**src/rtl/usr_shift_sequencer.sv**
```systemverilog
// Purpose : serializes valid/ready-accepted words through a 16-bit universal shift register.
// Latency : accept edge t -> LOAD during t+1 -> bit 0 valid during t+2 -> last bit during t+1+DATA_WIDTH.
// Backpr. : Word_Ready_Out only in IDLE or on an unheld last-bit cycle; Hold_In freezes shifting.
//
// Ports:
//   Clk_In, Reset_In            clock and synchronous active-high reset
//   Word_Data_In/_Valid_In      word to serialize, offered with valid
//   Word_Ready_Out              word accepted when valid and ready are both high at an edge
//   Hold_In                     pauses shifting (ignored in LOAD)
//   USR_Mode_Out                0 load, 1 shift right, 2 shift left, 3 no change
//   USR_Parallel_Data_Out       holding register, feeds the USR parallel input
//   USR_Serial_Data_*_Out       constant fill bit into the vacated USR end
//   Bit_Valid_Out               USR serial output carries a data bit this cycle
//   Bit_Count_Out               index of the presented bit
//   Word_Done_Out               presented bit is the last one of the word
//   Busy_Out                    high in LOAD and SHIFT
module usr_shift_sequencer #(
  parameter int unsigned DATA_WIDTH = 16,
  parameter bit          SHIFT_DIR  = 1'b0,
  parameter logic        FILL_BIT   = 1'b0
) (
  input  logic                  Clk_In,
  input  logic                  Reset_In,
  input  logic [DATA_WIDTH-1:0] Word_Data_In,
  input  logic                  Word_Valid_In,
  output logic                  Word_Ready_Out,
  input  logic                  Hold_In,
  output logic [1:0]            USR_Mode_Out,
  output logic [DATA_WIDTH-1:0] USR_Parallel_Data_Out,
  output logic                  USR_Serial_Data_Left_Out,
  output logic                  USR_Serial_Data_Right_Out,
  output logic                  Bit_Valid_Out,
  output logic [4:0]            Bit_Count_Out,
  output logic                  Word_Done_Out,
  output logic                  Busy_Out
);

  typedef enum logic [1:0] {
    ST_IDLE  = 2'd0,
    ST_LOAD  = 2'd1,
    ST_SHIFT = 2'd2
  } state_t;

  localparam logic [1:0] MODE_LOAD  = 2'd0;
  localparam logic [1:0] MODE_SR    = 2'd1;
  localparam logic [1:0] MODE_SL    = 2'd2;
  localparam logic [1:0] MODE_NC    = 2'd3;
  localparam logic [1:0] MODE_SHIFT = SHIFT_DIR ? MODE_SL : MODE_SR;
  localparam logic [4:0] LAST_CNT   = 5'(DATA_WIDTH - 1);

  state_t                state_q, state_d;
  logic [4:0]            bit_cnt_q, bit_cnt_d;
  logic [DATA_WIDTH-1:0] word_q, word_d;

  logic last_bit;
  logic ready;
  logic accept;

  // The last bit only "happens" when it is not held; a held last bit
  // behaves like any other held bit (no done, no ready).
  assign last_bit = (state_q == ST_SHIFT) && (bit_cnt_q == LAST_CNT) && !Hold_In;
  assign ready    = !Reset_In && ((state_q == ST_IDLE) || last_bit);
  assign accept   = Word_Valid_In && ready;

  always_ff @(posedge Clk_In) begin
    if (Reset_In) begin
      state_q   <= ST_IDLE;
      bit_cnt_q <= 5'd0;
      word_q    <= '0;
    end else begin
      state_q   <= state_d;
      bit_cnt_q <= bit_cnt_d;
      word_q    <= word_d;
    end
  end

  always_comb begin
    state_d       = state_q;
    bit_cnt_d     = bit_cnt_q;
    word_d        = accept ? Word_Data_In : word_q;
    USR_Mode_Out  = MODE_NC;
    Bit_Valid_Out = 1'b0;
    Word_Done_Out = 1'b0;

    case (state_q)
      ST_IDLE: begin
        if (accept) state_d = ST_LOAD;
      end

      ST_LOAD: begin
        USR_Mode_Out = MODE_LOAD;
        state_d      = ST_SHIFT;
        bit_cnt_d    = 5'd0;
      end

      ST_SHIFT: begin
        if (!Hold_In) begin
          Bit_Valid_Out = 1'b1;
          if (last_bit) begin
            // Word fully presented: no further shift needed, so the USR
            // is left untouched while the next word (if any) is loaded.
            Word_Done_Out = 1'b1;
            bit_cnt_d     = 5'd0;
            state_d       = accept ? ST_LOAD : ST_IDLE;
          end else begin
            USR_Mode_Out = MODE_SHIFT;
            bit_cnt_d    = bit_cnt_q + 5'd1;
          end
        end
      end

      default: begin
        state_d   = ST_IDLE;
        bit_cnt_d = 5'd0;
      end
    endcase
  end

  assign Word_Ready_Out            = ready;
  assign USR_Parallel_Data_Out     = word_q;
  assign USR_Serial_Data_Left_Out  = FILL_BIT;
  assign USR_Serial_Data_Right_Out = FILL_BIT;
  assign Bit_Count_Out             = bit_cnt_q;
  assign Busy_Out                  = (state_q != ST_IDLE);

endmodule
```
**config.mk**
```make
export PLATFORM = sky130hd
export DESIGN_NAME = usr_shift_sequencer
export DESIGN_NICKNAME = d
export VERILOG_FILES = /design/src/rtl/usr_shift_sequencer.sv
export SDC_FILE = /design/constraint.sdc
export NUM_CORES = 1
export LEC_CHECK = 0
export BUFFER_PORTS_ARGS = -buffer_cell sky130_fd_sc_hd__buf_4
export CAP_MARGIN = 20
export CORE_ASPECT_RATIO = 0.6
export CORE_MARGIN = 2
export CORE_UTILIZATION = 30
export CTS_CLUSTER_DIAMETER = 60
export DETAILED_ROUTE_END_ITERATION = 12
export SLEW_MARGIN = 20
export SYNTH_ARGS = -nofsm -noshare
export SYNTH_HDL_FRONTEND = slang
export SYNTH_SLANG_ARGS = --single-unit
```
**constraint.sdc**
```tcl
create_clock -name Clk_In -period 2.7 [get_ports Clk_In]
set_input_delay 0.135 -clock Clk_In [delete_from_list [all_inputs] [get_ports Clk_In]]
set_output_delay 0.135 -clock Clk_In [all_outputs]
set_load 0.05 [all_outputs]
```
-- Word level (Yosys, flattened, before mapping)
Index checks and enable logic that the tools add are counted.
- bits in registers: 23
- output and inout port bits: 29
- logic and storage cells: 38
- $add $sub $neg: 1
- equality and inequality tests: 6
- mux-type cells: 16
- bitwise logic cells: 1
- reduce and logical (&&, ||, !) cells: 11
- operators with widths (kind ; count):
    2-to-1 mux 2 bit ; 5
    2-to-1 mux 5 bit ; 2
    case mux 5 bit (2 select lines) ; 1
    2-to-1 mux 1 bit ; 6
    != test 2 bit (second input constant) ; 3
    case mux 2 bit (3 select lines) ; 1
    adder 5 x 1 -> 5 bit (second input constant) ; 1
    == test 5 x 4 -> 1 bit (second input constant) ; 1
    logical AND 1 bit ; 4
    case mux 2 bit (2 select lines) ; 1
    AND reduction 3 bit ; 1
    == test 2 x 1 -> 1 bit (second input constant) ; 1
    == test 2 bit (second input constant) ; 1
    zero test 1 bit ; 2
    zero test 2 bit ; 1
    AND reduction 2 bit ; 1
    nonzero test 2 bit ; 1
    logical OR 1 bit ; 1
    inverter 1 bit ; 1

-- Longest topological paths before layout
- depth after elaboration: 10
- depth in mapped cells: 7
- mapped depth without buffers: 6

-- Worst setup path after synthesis
No wires, ideal clock.
- path kind: reg-to-output
- start: register state_q[0]
- end: output port Word_Ready_Out
- arrival time: 2770 ps
- path slack: -205 ps
- cell stages (with the launch flop): 5
- buffers on the path: 1
- cell sequence: dfxtp_1 clkbuf_1 nor3b_1 nand2_1 a21oi_1
- cells in the longest elaborated chain, start to end: 5
- elaborated cells on any way between the ends: 6
- RTL lines (what ; RTL line ; text):
    from (decl) ; 51 ; state_t state_q, state_d;
    from (signal assigned) ; 71 ; state_q <= state_d;
    == test 2 bit ; 61 ; assign last_bit = (state_q == ST_SHIFT) && (bit_cnt_q == LAST_CNT) && !Hold_In;
    logical AND 1 bit (2 in series) ; 61 ;
    logical OR 1 bit * ; 62 ; assign ready = !Reset_In && ((state_q == ST_IDLE) || last_bit);
    logical AND 1 bit * ; 62 ;
    to (decl) ; 26 ; output logic Word_Ready_Out,
Mark *: on every way between the ends. The rest lies on a longest branch, timed or not.

-- Worst setup path after layout
- start: register bit_cnt_q[0], in the netlist Bit_Count_Out[0]
- end: register word_q[8], in the netlist USR_Parallel_Data_Out[8]
- cells in the longest elaborated chain, start to end: 6
- RTL lines (what ; RTL line ; text):
    from (decl) ; 52 ; logic [4:0] bit_cnt_q, bit_cnt_d;
    from (signal assigned) ; 72 ; bit_cnt_q <= bit_cnt_d;
    == test 5 x 4 -> 1 bit ; 61 ;
    logical AND 1 bit (2 in series) ; 61 ;
    logical OR 1 bit ; 62 ;
    logical AND 1 bit ; 62 ;
    logical AND 1 bit ; 63 ; assign accept = Word_Valid_In && ready;
    to (signal assigned) ; 73 ; word_q <= word_d;
    to (decl) ; 53 ; logic [DATA_WIDTH-1:0] word_q, word_d;
Every way passes these cells.
A chain may end at the register's enable or synchronous reset.

==> results.toml <==
[synthesis]
yosys-top-cells-area = "dfxtp_1, mux2_2, nor2b_1, a2111oi_4, ha_1"
ys.warnings.count = 0
ys_types = 27
synth.most_common_cell = "dfxtp_1"
synth_top_flop_cell = "dfxtp_1"
ys_seq_area_frac = 0.4371
async_flop_share = 0
synth_top_area_frac = 0.4371
syn_area_per_cell_um2 = 10.43
synth-edff-count = 0
yosysTopAreaCell = "dfxtp_1"
syn_area_mm2 = 0.001054
ys_top_cells_by_count = "dfxtp_1, nor2b_1, mux2_2, inv_1, nand3_1"
synthesis.instances = 101
ys_ff_latch = 23

[drt]
drc = 0
drtIter0Drc = 24
vias = 832
dr.pass1.iters = 2
vias_per_cell = 4.333
routedWlPerCell_um = 11.90
wirelength_mm = 2.284
ant_nets = 0

[layout]
stdcell_area_mm2 = 0.001493
n_fill_cell = 327
nets = 170
drive_gt1_frac = 0.4898
diodes = 0
multi_input_area_um2 = 549.3
ff_latch_area_um2 = 460.4
syn2layout_area_growth_pct = 41.69

[global_routing]
grt_usage = 0.1176
antenna_found_initial = 0
grt_overflow = 0
grt_first_pass_wirelength_mm = 3.677
grt_pass1_vias = 823
grt_max_degree = 21

[min_path]
hold-path-cell-count = 2
hp-class = "in -> reg"

[floorplanning]
num_rows = 16
die_h_um = 49.90
coreArea_mm2 = 0.003303
die_x_um = 80.51
initial_core_util = 0.3189
num_io_pins = 49
die-area_mm2 = 0.004017

[placed_design]
hpwlAfterDp_mm = 1.797
numPortBuffers = 46
place_area_mm2 = 0.001446
gp_congestion = 0.7298

[run_status]
run_status = "finished, final reports clean"

[clock_network]
cts_buffer_depth = 2
root_buffer = "clkbuf_8"
clkTransAtPathRegs_ns = 0.08
clock_latency_ns = 0.26
holdBufCountCts = 0
cts_sinks = 23
cts_buffers = 3
cts_setup_buffers = 0
cts_tree = "yes"
cts_resized = 0
htreeDepth = 1

[sta]
fin_setup_tns_ns = 0
fin_crit_sh = 0.8253
finalCriticalPeriod_ns = 2.228
finalMaxSlewViolations = 0
finalClockSkew_ns = 0.001943
fmax_mhz = 448.8
rsz0062_at_grt = "false"
hold_violations = 0
setup_viol = 0

[power_and_ir_drop]
power_leakage_nw = 0.6961
cellPowerDensity_mw_per_mm2 = 564.0
ir_drop_mv = 0.2330

[flow_run]
drv_cap = 0

[critical_path]
critPathKind = "reg -> reg"
worstPathArrival_ns = 2.38
cp-end-kind = "flip-flop"
critPathMaxFanout = 14
r2r_cells = 7
cp_data_required_time_ns = 2.85
cp-start-kind = "flip-flop"
[cells by family after synthesis]
family,after synthesis,synth area share
flops,23,0.4371
fa+ha+maj,2,0.02375
buf+inv,10,0.04987
simple gates,37,0.2138
other cells,1,0.003560
compound gates,10,0.08195
mux,18,0.1900
[power breakdown]
part,internal [mW],leakage [nW],switching [mW],total (mW)
Combinational,0.0963,0.482,0.155,0.251
Sequential,0.364,0.189,0.0178,0.382
Clock,0.103,0.0255,0.106,0.208
Total,0.563,0.696,0.279,0.842
[flip-flops by register name, summed over array words and instances (netlist names)]
register / count
Bit_Count_Out: 5
USR_Parallel_Data_Out: 16
state_q: 2
[cell type report]
class                           count  share of cell area
Clock inverter                      1            0.003353
Multi-Input combinational cell     69              0.3680
Tap cell                           45             0.03772
Sequential cell                    23              0.3085
Timing Repair Buffer               47              0.2448
Inverter                            4             0.01006
Clock buffer                        3             0.02766
[worst max-delay path: stages (launching register included)]
cell,delay [ns]
dfxtp_1,0.39
ha_1,0.18
and3_1,0.15
ha_1,0.25
nand2b_4,0.08
a2111oi_4,0.52
buf_12,0.21
mux2_2,0.34
[cell usage in the layout, fill, tap and decap left out]
cell,n
a2111oi_4,1
a211oi_1,1
a21boi_0,1
a21oi_1,3
and3_1,1
buf_12,1
buf_4,46
clkbuf_8,3
clkinv_2,1
conb_1,2
dfxtp_1,23
ha_1,2
inv_1,4
mux2_2,16
mux2i_1,2
nand2_1,3
nand2b_1,2
nand2b_4,1
nand3_1,4
nand3b_1,3
nor2_1,1
nor2b_1,17
nor3_1,3
nor3b_2,1
o2111ai_1,1
o21ai_0,2
o31a_2,1
or2_2,1
[layer usage]
metal / part of all wire / vias to the layer above / global-route usage
met2: 0.51 / 20 / 0.2042
met4: 0.0083 / 0 / 0.03390
li1: - / 432 / -
met5: 0 / - / 0
met1: 0.44 / 378 / 0.1409
met3: 0.044 / 2 / 0.03480
[path summary, 6_finish.rpt]
path	start	slack, ns	endpoint
setup / recovery	Bit_Count_Out[0]	0.47	USR_Parallel_Data_Out[8]
hold / removal	Word_Data_In[3]	0.1	USR_Parallel_Data_Out[3]
setup reg to reg	Bit_Count_Out[0]	0.47	USR_Parallel_Data_Out[8]
hold reg to reg	Bit_Count_Out[1]	0.51	Bit_Count_Out[1]
[per-stage QoR]
stage | util | worst slack [ns] | hold WS, ns | power [mW] | instances
4_1_cts | 0.4519 | 0.4606 | 0.09053 | 0.8576 | 192
5_1_grt | 0.4519 | 0.3036 | 0.08713 | 0.8816 | 192
3_3_place_gp | 0.4379 | 0.5276 | 0.3627 | 0.6398 | 188
6_report | 0.4519 | 0.4717 | 0.09707 | 0.8419 | 192
2_1_floorplan | - | 0.1360 | 0.2805 | 0.5633 | 102
3_5_place_dp | 0.4379 | 0.4857 | 0.3678 | 0.6440 | 188
Note: power is estimated with default switching activity, not from simulation.
